$ cat config.mk
export PLATFORM = sky130hd
export DESIGN_NAME = fifo_uart_drain_flat
export DESIGN_NICKNAME = d
export VERILOG_FILES = /design/src/rtl/fifo_uart_drain_pkg.sv /design/src/rtl/fifo_uart_drain_if.sv /design/src/rtl/fifo_uart_drain_baud_tick_gen.sv /design/src/rtl/fifo_uart_drain.sv /design/src/flat_wrapper.sv
export SDC_FILE = /design/constraint.sdc
export NUM_CORES = 1
export LEC_CHECK = 0
export CORE_ASPECT_RATIO = 0.9
export CORE_UTILIZATION = 45
export CTS_CLUSTER_SIZE = 40
export DETAILED_ROUTE_END_ITERATION = 8
export PLACE_DENSITY = 0.65
export RECOVER_POWER = 25
export REMOVE_ABC_BUFFERS = 1
export SLEW_MARGIN = 15
export SYNTH_ARGS = -nofsm -noshare
export SYNTH_HDL_FRONTEND = slang
export SYNTH_SLANG_ARGS = --single-unit
$ cat constraint.sdc
create_clock -name clk -period 2.9 [get_ports clk]
set_input_delay 0.58 -clock clk [delete_from_list [all_inputs] [get_ports clk]]
set_output_delay 0.58 -clock clk [all_outputs]
set_load 0.01 [all_outputs]
$ cat src/rtl/fifo_uart_drain_pkg.sv
// ============================================================================
// fifo_uart_pkg : shared state encoding and UART line levels for the drain.
// Revision      : 1.0
// ============================================================================
`default_nettype none

package fifo_uart_pkg;

    localparam logic [2:0] C_ST_IDLE  = 3'd0;
    localparam logic [2:0] C_ST_POP   = 3'd1;
    localparam logic [2:0] C_ST_LOAD  = 3'd2;
    localparam logic [2:0] C_ST_START = 3'd3;
    localparam logic [2:0] C_ST_DATA  = 3'd4;
    localparam logic [2:0] C_ST_STOP  = 3'd5;

    typedef enum logic [2:0] {
        S_IDLE  = C_ST_IDLE,
        S_POP   = C_ST_POP,
        S_LOAD  = C_ST_LOAD,
        S_START = C_ST_START,
        S_DATA  = C_ST_DATA,
        S_STOP  = C_ST_STOP
    } state_t;

    localparam int C_CLKS_PER_BIT_DEFAULT = 868;

    localparam logic C_UART_IDLE  = 1'b1;
    localparam logic C_UART_START = 1'b0;
    localparam logic C_UART_STOP  = 1'b1;

endpackage

`default_nettype wire

$ cat src/rtl/fifo_uart_drain_if.sv
// ============================================================================
// fifo_uart_drain_if : FIFO read-side bundle (empty flag, read data, strobe).
// Revision           : 1.0
// ============================================================================
`default_nettype none

interface fifo_uart_drain_if #(
    parameter int DATA_W = 8
);
    logic              fifo_empty;
    logic [DATA_W-1:0] fifo_data;
    logic              fifo_rd;

    modport master (input fifo_empty, input fifo_data, output fifo_rd);
    modport slave  (output fifo_empty, output fifo_data, input fifo_rd);
endinterface

`default_nettype wire

$ cat src/rtl/fifo_uart_drain_baud_tick_gen.sv
// ============================================================================
// baud_tick_gen : tick every CLKS_PER_BIT cycles after clear, plus a pre-tick
//                 one cycle earlier. Revision 1.0
// ============================================================================
`default_nettype none

module baud_tick_gen
    import fifo_uart_pkg::*;
#(
    parameter int CLKS_PER_BIT = C_CLKS_PER_BIT_DEFAULT
) (
    input  wire logic clk,
    input  wire logic reset,
    input  wire logic clear,
    output logic      tick,
    output logic      pre_tick
);
    localparam int CNT_W = (CLKS_PER_BIT > 1) ? $clog2(CLKS_PER_BIT) : 1;
    localparam logic [CNT_W-1:0] C_LAST = CNT_W'(CLKS_PER_BIT - 1);
    localparam logic [CNT_W-1:0] C_PRE  = CNT_W'(CLKS_PER_BIT - 2);

    logic [CNT_W-1:0] r_cnt;

    always_ff @(posedge clk) begin
        if (!reset) begin
            r_cnt <= '0;
        end else if (clear || (r_cnt == C_LAST)) begin
            r_cnt <= '0;
        end else begin
            r_cnt <= r_cnt + CNT_W'(1);
        end
    end

    // pre_tick lets the owner register a strobe that lands on the tick cycle
    assign tick     = !clear && (r_cnt == C_LAST);
    assign pre_tick = !clear && (r_cnt == C_PRE);

endmodule

`default_nettype wire

$ cat src/rtl/fifo_uart_drain.sv
// ============================================================================
// fifo_uart_drain : pops bytes from the FIFO and sends them as UART frames.
// Revision        : 1.0
// ============================================================================
`default_nettype none

module fifo_uart_drain
    import fifo_uart_pkg::*;
#(
    parameter int CLKS_PER_BIT = C_CLKS_PER_BIT_DEFAULT,
    parameter int DATA_W       = 8,
    parameter int STOP_BITS    = 1
) (
    input  wire logic          clk,
    input  wire logic          reset,
    input  wire logic          enable,
    fifo_uart_drain_if.master  fifo,
    output logic               tx,
    output logic               busy,
    output logic               byte_done
);
    localparam int IDX_W = $clog2(DATA_W + 1);
    localparam logic [IDX_W-1:0] C_LAST_BIT  = IDX_W'(DATA_W - 1);
    localparam logic [1:0]       C_LAST_STOP = 2'(STOP_BITS - 1);

    state_t            r_state;
    logic [DATA_W-1:0] r_shift;
    logic [IDX_W-1:0]  r_bit_idx;
    logic [1:0]        r_stop_cnt;
    logic              r_tx;
    logic              r_fifo_rd;
    logic              r_busy;
    logic              r_byte_done;

    logic w_clear;
    logic w_tick;
    logic w_pre_tick;
    logic w_start_ok;
    logic w_last_stop;

    assign w_clear     = (r_state == S_LOAD);
    assign w_start_ok  = enable && !fifo.fifo_empty;
    assign w_last_stop = (r_stop_cnt == C_LAST_STOP);

    baud_tick_gen #(
        .CLKS_PER_BIT (CLKS_PER_BIT)
    ) u_baud (
        .clk      (clk),
        .reset    (reset),
        .clear    (w_clear),
        .tick     (w_tick),
        .pre_tick (w_pre_tick)
    );

    always_ff @(posedge clk) begin
        if (!reset) begin
            r_state     <= S_IDLE;
            r_shift     <= '0;
            r_bit_idx   <= '0;
            r_stop_cnt  <= '0;
            r_tx        <= C_UART_IDLE;
            r_fifo_rd   <= 1'b0;
            r_busy      <= 1'b0;
            r_byte_done <= 1'b0;
        end else begin
            r_fifo_rd   <= 1'b0;
            r_byte_done <= 1'b0;
            case (r_state)
                S_IDLE: begin
                    r_tx <= C_UART_IDLE;
                    if (w_start_ok) begin
                        r_state   <= S_POP;
                        r_fifo_rd <= 1'b1;
                        r_busy    <= 1'b1;
                    end
                end
                S_POP: r_state <= S_LOAD;
                // FIFO read data is valid the cycle after the strobe
                S_LOAD: begin
                    r_shift    <= fifo.fifo_data;
                    r_bit_idx  <= '0;
                    r_stop_cnt <= '0;
                    r_tx       <= C_UART_START;
                    r_state    <= S_START;
                end
                S_START: begin
                    if (w_tick) begin
                        r_tx    <= r_shift[0];
                        r_shift <= r_shift >> 1;
                        r_state <= S_DATA;
                    end
                end
                S_DATA: begin
                    if (w_tick) begin
                        if (r_bit_idx == C_LAST_BIT) begin
                            r_tx    <= C_UART_STOP;
                            r_state <= S_STOP;
                        end else begin
                            r_tx      <= r_shift[0];
                            r_shift   <= r_shift >> 1;
                            r_bit_idx <= r_bit_idx + IDX_W'(1);
                        end
                    end
                end
                S_STOP: begin
                    if (w_pre_tick && w_last_stop) begin
                        r_byte_done <= 1'b1;
                    end
                    if (w_tick) begin
                        if (!w_last_stop) begin
                            r_stop_cnt <= r_stop_cnt + 2'd1;
                        end else if (w_start_ok) begin
                            r_state   <= S_POP;
                            r_fifo_rd <= 1'b1;
                        end else begin
                            r_state <= S_IDLE;
                            r_busy  <= 1'b0;
                        end
                    end
                end
                default: begin
                    r_state <= S_IDLE;
                    r_tx    <= C_UART_IDLE;
                    r_busy  <= 1'b0;
                end
            endcase
        end
    end

    assign fifo.fifo_rd = r_fifo_rd;
    assign tx           = r_tx;
    assign busy         = r_busy;
    assign byte_done    = r_byte_done;

endmodule

`default_nettype wire
$ cat src/flat_wrapper.sv
// flat-port wrapper written by rule: the top's interface ports become plain ports
module fifo_uart_drain_flat import fifo_uart_pkg::*;
#(
    parameter int CLKS_PER_BIT = C_CLKS_PER_BIT_DEFAULT,
    parameter int DATA_W       = 8,
    parameter int STOP_BITS    = 1
)
  (clk, reset, enable, tx, busy, byte_done, fifo_fifo_empty, fifo_fifo_data, fifo_fifo_rd);
  fifo_uart_drain_if #(.DATA_W(DATA_W)) fifo_i ();
  input  wire logic clk;
  input  wire logic reset;
  input  wire logic enable;
  output logic tx;
  output logic busy;
  output logic byte_done;
  input wire logic [$bits(fifo_i.fifo_empty)-1:0] fifo_fifo_empty;
  input wire logic [$bits(fifo_i.fifo_data)-1:0] fifo_fifo_data;
  output wire logic [$bits(fifo_i.fifo_rd)-1:0] fifo_fifo_rd;
  assign fifo_i.fifo_empty = fifo_fifo_empty;
  assign fifo_i.fifo_data = fifo_fifo_data;
  assign fifo_fifo_rd = fifo_i.fifo_rd;
  fifo_uart_drain #(.CLKS_PER_BIT(CLKS_PER_BIT), .DATA_W(DATA_W), .STOP_BITS(STOP_BITS)) u_core (.clk(clk), .reset(reset), .enable(enable), .fifo(fifo_i), .tx(tx), .busy(busy), .byte_done(byte_done));
endmodule
---- Word level (Yosys, flattened, before mapping) ----
Index checks and enable logic that the tools add are counted.
word-level totals
  bits in registers ....................... 31
  bits of input ports ..................... 12
  output and inout port bits .............. 4
  word-level logic and storage cells ...... 86
cells by class
  add/subtract/negate cells ............... 3
  equality and inequality tests ........... 17
  muxes and demuxes ....................... 32
  bitwise operators ....................... 3
  reduce and logical (&&, ||, !) cells .... 22
operators by type and width
  operator                 count
  $mux W8                  3
  $pmux W8 S3              1
  $eq A10 B10 Y1 const B   2
  $mux W3                  6
  $pmux W3 S6              1
  $mux W1                  12
  $ne A2 B2 Y1 const B     6
  $add A10 B1 Y10 const B  1
  $reduce_and A3 Y1        3
  $mux W4                  2
  $pmux W4 S2              1
  $eq A3 B2 Y1 const B     2
  $eq A3 B3 Y1 const B     2
  $ne A2 B1 Y1 const B     3
  $reduce_and A6 Y1        1
  $reduce_and A5 Y1        1
  $add A4 B1 Y4 const B    1
  $eq A4 B3 Y1 const B     1
  $logic_and A1 B1 Y1      4
  $mux W2                  2
  $pmux W1 S4              1
  $pmux W2 S2              1
  $reduce_and A4 Y1        1
  $reduce_bool A2 Y1       2
  13 further kinds         17

---- Longest topological paths before layout ----
Gate-level depths: netlist (run 1).
  depth after elaboration ................. 6
  mapped depth ............................ 6
  mapped depth without buffers ............ 5

---- Cells and area by module ----
A second synthesis (run 1) with hierarchy kept.
unflattened totals
  cells, all modules ...................... 186
  area total of the unflattened synthesis .. 1677.9 µm²
by module, submodules not included
  module           instances  cells each  area an instance (µm²)  sequential area each (µm²)
  fifo_uart_drain  1          135         1209.9                  420.4
  baud_tick_gen    1          51          467.9                   200.2

---- Worst setup path before layout (run 1) ----
OpenSTA, ideal clock, no wires.
  kind .................................... reg-to-reg
  from .................................... register u_core.r_state[0]
  to ...................................... register u_core.r_bit_idx[3]
  setup time .............................. 0.070 ns
  arrival time ............................ 1.763 ns
  data required time ...................... 2.830 ns
  path slack .............................. 1.067 ns
  cell stages (with the launch flop) ...... 7
  path buffers ............................ 2
  clock period less this slack ............ 1.833 ns
  cells stage by stage .................... dfxtp_1 -> buf_6 -> or3b_4 -> or2_0 -> clkbuf_1 -> or4_1 -> a21oi_1
on the way
  cells in the longest elaborated chain, start to end .. 5
  elaborated cells on any way between the ends .. 9
  those cells by class .................... 4 x eq/ne; 1 x mux; 4 x reduce/logical
RTL lines
  element                             RTL line                                      text
  start, declared                     fifo_uart_drain.sv:26                         state_t r_state;
  start signal, assigned              fifo_uart_drain.sv:57                         r_state <= S_IDLE;
  start signal, assigned              fifo_uart_drain.sv:72                         r_state <= S_POP;
  start signal, assigned              fifo_uart_drain.sv:77                         S_POP: r_state <= S_LOAD;
  $eq A3 B2 Y1                        fifo_uart_drain.sv:41, fifo_uart_drain.sv:68
  $logic_not A1 Y1                    fifo_uart_drain_baud_tick_gen.sv:35           assign tick = !clear && (r_cnt == C_LAST);
  $logic_and A1 B1 Y1                 fifo_uart_drain_baud_tick_gen.sv:35
  $ne A2 B2 Y1 (no source line)       -
  $reduce_and A3 Y1 (no source line)  -
  end signal, assigned                fifo_uart_drain.sv:101                        r_bit_idx <= r_bit_idx + IDX_W'(1);
  end, declared                       fifo_uart_drain.sv:28                         logic [IDX_W-1:0] r_bit_idx;
Parallel ways exist; a longest one is shown, timed or not.
A chain may end at the register's enable or synchronous reset.

---- Worst setup path in the final report (run 1) ----
  from .................................... register u_core.r_state[2]
  to ...................................... register u_core.r_bit_idx[3]
The elaborated chain is that of the path after synthesis.

==> flow_summary.ini, run 1 <==
[run_status]
status = completed

[final_layout]
n_fill_cell = 324
syn2layout_area_growth_pct = 16.3
nNetsFinal = 223
fin_util_pct = 54.6
multi_input_area_um2 = 892
antenna_cells = 0
register_area_um2 = 621
final_cell_area_um2 = 1840
drive_above_1_share_pct = 5.77

[sta]
tns_ns = 0
timing.slew.headroom_pct = 49.5
min_period_ns = 2.26
drv_slew = 0
finalSetupViolCount = 0
rsz0062_at_grt = false
tightest_slew_ns = 0.757
hold_viol = 0
fin_worst_skew_ns = 0.00714
period_share_pct = 77.9
max_freq_mhz = 443

[global_route]
overflow = 0
grt_usage_pct = 20.8
grt_pass1_wl_mm = 5.88
antenna_found_initial = 0
grt_pass1_vias = 1283
grt_max_degree = 18

[setup_path]
worstSetupStartpointType = flip-flop
slowest_delay_ns = 0.61
critical_path_class = reg2reg
crit_slowest_cell = dfxtp_1
path_cells = or3b_4 -> or2_0 -> or4_1 -> a21oi_1
cp.depth = 4
worstPathMaxFanout = 16
path_buf_inv = 0
r2r_cells = 4
cp.arrival_ns = 2.48
crit_family = simple AND/OR/NAND/NOR gates
end_kind = flip-flop
crit_required_ns = 3.12

[clocking]
cts.path.max_buffers = 2
clk_latency_ns = 0.29
numCtsBuffers = 5
post-cts-setup-buffers = 0
cts_resized = 0
cts_hold_buf = 0
cts-root-buf = clkbuf_8
path_clk_slew_ns = 0.07
cts_sinks = 31
cts_tree = yes
h-tree-depth = 2

[synth]
ys_top_cells_by_count = dfxtp_1, nand2_1, nor2_1, nand3_1, a21oi_1
syn_area_per_cell_um2 = 8.21
synth_edf_count = 0
synth_seq_cells = 31
yosysSeqAreaShare_pct = 39.1
synth_most_common_cell = dfxtp_1
syn_area_um2 = 1590
syn-instance-count = 193
synth_area_leaders = dfxtp_1, nand2_1, nand3_1
yosys.area.top_type = dfxtp_1
yosysWarnings = 0
synthFlopType = dfxtp_1
synth_cell_types = 43
synth-async-reset-ratio_pct = 0
synth_top_cell_area_share_pct = 39.1

[routing]
drt_iter0_markers = 109
drtPass1Iterations = 4
viasPerCell = 5.78
wl_per_cell_um = 14.2
route.vias.total = 1456
wl_mm = 3.57
drc = 0
ant_nets = 0

[placed_design]
port_buffers = 15
dpl_cell_area_um2 = 1760
dpl.hpwl_mm = 2.54
place.gp.congestion = 0.784

[worst_hold_path]
hold_path_class = reg2reg
hold_depth = 2

[power_and_ir_drop]
ir_drop_v = 0.000324
p_int_mw = 0.658
power_leakage_nw = 0.663
power_switching_mw = 0.231
power_frac_clock_pct = 36.3
p_per_area_nw_per_um2 = 482
sw_frac_of_total_pct = 26.0
combPwrFrac_pct = 11.0
p_seq_share_pct = 52.7

[die]
die_area_um2 = 3760
die_width_um = 64.6
die_h_um = 58.3
io_pins = 16
rows = 20
start_util_pct = 46.9
core_area_um2 = 3380

[run]
drv_cap = 0
## power by group through the flow
stage               clock, mW  sequential [mW]  combinational, mW
floorplan                   0            0.474             0.0556
global placement            0            0.476             0.0954
detailed placement          0            0.477             0.0985
CTS                     0.333            0.468             0.0989
global route            0.350            0.472              0.109
finish                  0.323            0.468             0.0979
## cell type report
type,instances,area share [%]
well taps,44,2.99
clock buffers,5,3.73
inverters,6,1.22
repair buffers,18,9.16
multi-input cells,145,48.4
flip-flops and latches,31,33.7
clock inverters,3,0.815
## final timing paths
check                                        from                  end  slack [ns]
worst max register to register  u_core.r_state[2]  u_core.r_bit_idx[3]        0.64
worst min-delay path            u_core.r_shift[3]    u_core.r_shift[3]        0.46
worst min register to register  u_core.r_shift[3]    u_core.r_shift[3]        0.46
worst max-delay path            u_core.r_state[2]  u_core.r_bit_idx[3]        0.64
## state kept, by name (all words and copies together), names as in the netlist
register / flops
u_core.u_baud.r_cnt: 10
u_core.r_shift: 8
u_core.r_bit_idx: 4
u_core.r_state: 3
u_core.r_stop_cnt: 2
u_core.busy: 1
u_core.byte_done: 1
u_core.fifo.fifo_rd: 1
u_core.tx: 1
## cell families after synthesis
group           Yosys count  share of synthesized area [%]
compound gates           50                           21.5
buf+inv                  17                           4.58
mux                       2                           1.26
fa+ha+maj                 4                           3.16
xor+xnor                  8                           4.42
simple gates             81                           26.0
flops                    31                           39.1
## metrics by stage
step | hold slack (ns) | worst slack, ns | cells | total power [mW]
after floorplan | 0.437 | 0.844 | 182 | 0.529
after global placement | 0.445 | 0.755 | 244 | 0.572
after detailed placement | 0.458 | 0.701 | 244 | 0.576
after CTS | 0.470 | 0.673 | 252 | 0.899
after global routing | 0.490 | 0.505 | 252 | 0.930
final | 0.462 | 0.641 | 252 | 0.889
## metal layers
layer	part of all wire (%)	track usage, %
met1	51	28.7
met2	43	30.1
met3	4.5	5.23
met4	1.3	10.5
met5	0	0
## worst register-to-register path: stages (launching register included)
cell	delay, ns
dfxtp_1	0.61
or3b_4	0.53
or2_0	0.37
or4_1	0.55
a21oi_1	0.15
## placed cells by master, fill, tap and decap left out, types with 4 or more instances in the layout
| cell type | n |
|---|---|
| dfxtp_1 | 31 |
| nand2_1 | 25 |
| nor2_1 | 17 |
| nand3_1 | 13 |
| a21oi_1 | 12 |
| clkdlybuf4s50_1 | 11 |
| o22ai_1 | 8 |
| a22oi_1 | 7 |
| xnor2_1 | 6 |
| inv_1 | 5 |
| a21o_1 | 5 |
| clkbuf_8 | 5 |
| nand3b_1 | 4 |
| ha_1 | 4 |
| dlygate4sd3_1 | 4 |
Note: power is estimated with default switching activity, not from simulation.
==> inputs of run 2 (changes only) <==
--- a/config.mk
+++ b/config.mk
@@ -9,7 +9,7 @@
 export CORE_UTILIZATION = 45
 export CTS_CLUSTER_SIZE = 40
 export DETAILED_ROUTE_END_ITERATION = 8
-export PLACE_DENSITY = 0.65
+export PLACE_DENSITY = 0.68
 export RECOVER_POWER = 25
 export REMOVE_ABC_BUFFERS = 1
 export SLEW_MARGIN = 15
==> constraint.sdc (replaced) <==
create_clock -name clk -period 1.98 [get_ports clk]
set_input_delay 0.396 -clock clk [delete_from_list [all_inputs] [get_ports clk]]
set_output_delay 0.396 -clock clk [all_outputs]
set_load 0.01 [all_outputs]
==> run 2 against run 1 <==
Effect of this change: via count rose by 4.6%; sequential power rose by 44%; clock power rose by 72%; worst hold slack improved by 0.0075 ns; fmax rose by 25%; design area rose by 6.5%; sequential share of layout area fell by 2.1 points; largest power group unchanged.
==> flow_summary.ini, run 2 (same netlist as run 1, synthesis figures left out) <==
[final_layout]
final_cell_area_um2 = 1960
multi_input_area_um2 = 910
layout_common_cells = dfxtp_1, nand2_1, nor2_1
largest-register = u_core.u_baud.r_cnt
fin_util_pct = 58.1
n_fill_cell = 307
drive_above_1_share_pct = 11.9
antenna_cells = 0
register_area_um2 = 621
syn2layout_area_growth_pct = 23.8
largest_reg_flops = 10
final_common_cell = dfxtp_1
nNetsFinal = 234
top_regs = u_core.u_baud.r_cnt (10), u_core.r_shift (8), u_core.r_bit_idx (4)
fin_cells = 263

[placed_design]
dpl.hpwl_mm = 2.71
pre_cts_ws_ns = 0.172
dpl_cell_area_um2 = 1850
port_buffers = 15
place.gp.congestion = 0.765
dp.cells = 255

[setup_path]
critical_path_class = reg2reg
cp.depth = 4
cp.arrival_ns = 2.02
slowest_delay_ns = 0.53
path_cells = or3b_4 -> or2_0 -> or4_1 -> a21oi_1
worstSetupStartpointType = flip-flop
crit_family = simple AND/OR/NAND/NOR gates
crit_slowest_cell = or4_1
rr_startpoint = u_core.r_state[2]
r2r_cells = 4
end_kind = flip-flop
crit_required_ns = 2.19
critPathLaunch = u_core.r_state[2]
worstPathMaxFanout = 6
path_buf_inv = 0

[power_and_ir_drop]
sw_frac_of_total_pct = 24.9
p_per_area_nw_per_um2 = 710
p_seq_share_pct = 48.5
power_leakage_nw = 0.719
ir_drop_v = 0.000518
finalPower_mw = 1.39
power_switching_mw = 0.348
p_int_mw = 1.05
power_frac_clock_pct = 39.8
combPwrFrac_pct = 11.7

[sta]
holdWs_ns = 0.470
min_period_ns = 1.80
drv_slew = 0
timing.slew.headroom_pct = 75.1
rsz0062_at_grt = false
tns_ns = 0
period_share_pct = 91.1
hold_viol = 0
finalSetupViolCount = 0
max_freq_mhz = 554
fin_worst_skew_ns = 0.00857
tightest_slew_ns = 0.372
fin_ws_ns = 0.175

[routing]
wl_mm = 3.82
route.vias.total = 1523
drtPass1Iterations = 4
ant_nets = 0
drc = 0
drt_iter0_markers = 83
viasPerCell = 5.79
wl_per_cell_um = 14.5

[clocking]
clk_latency_ns = 0.28
cts_sinks = 31
cts-root-buf = clkbuf_8
numCtsBuffers = 5
h-tree-depth = 2
cts.path.max_buffers = 2
post-cts-setup-buffers = 0
cts_tree = yes
path_clk_slew_ns = 0.06
cts_hold_buf = 0

[die]
die_area_um2 = 3760
rows = 20
start_util_pct = 46.9
die_width_um = 64.6
die_h_um = 58.3
core_area_um2 = 3380
io_pins = 16

[worst_hold_path]
hold_path_class = reg2reg
hold_depth = 2
hp-start = u_core.r_shift[5]

[global_route]
overflow = 0
grt_pass1_wl_mm = 6.64
grt_usage_pct = 22.8
grt_pass1_vias = 1481
antenna_found_initial = 0
grt_max_degree = 16

[run]
drv_cap = 0

[run_status]
status = completed
[run 2: layout make-up]
class,instances,share of cell area [%]
Clock inverter,1,0.382
Multi-Input combinational cell,145,46.3
Timing Repair Buffer,29,12.8
Tap cell,44,2.80
Sequential cell,31,31.6
Clock buffer,7,4.91
Inverter,6,1.15
[run 2: path summary, 6_finish.rpt]
path	to	slack, ns
max	u_core.r_bit_idx[3]	0.18
min	u_core.r_shift[5]	0.47
min reg2reg	u_core.r_shift[5]	0.47
max reg2reg	u_core.r_bit_idx[3]	0.18
[run 2: power by group through the flow]
stage          combinational, mW  sequential (mW)  clock, mW
3_3_place_gp               0.158            0.687          0
3_5_place_dp               0.163            0.689          0
5_1_grt                    0.183            0.679      0.588
6_report                   0.163            0.676      0.555
4_1_cts                    0.164            0.675      0.560
2_1_floorplan             0.0814            0.694          0
[run 2: metal layers]
| metal | part of all wire (%) | global-route usage [%] | up-vias |
|---|---|---|---|
| met5 | 0 | 0 | - |
| met4 | 0.47 | 6.67 | 0 |
| met3 | 4.1 | 4.65 | 2 |
| met2 | 50 | 41.5 | 36 |
| met1 | 45 | 27.2 | 727 |
| li1 | - | - | 758 |
[run 2: tightest hold or removal path, stage by stage, from the launching register on]
cell,delay (ns)
dfxtp_1,0.31
nand2_1,0.06
a22oi_1,0.05
[run 2: repair_timing]
action | CTS | global route
resized for setup | 0 | 3
setup endpoints to repair | 0 | 1
hold endpoints to repair | 0 | 0
==> inputs of run 3 (changes only) <==
--- a/config.mk
+++ b/config.mk
@@ -16,3 +16,4 @@
 export SYNTH_ARGS = -nofsm -noshare
 export SYNTH_HDL_FRONTEND = slang
 export SYNTH_SLANG_ARGS = --single-unit
+export TNS_END_PERCENT = 20
==> results of run 3 <==
Same layout as run 2: the final DEF is identical, and so are final timing and power.
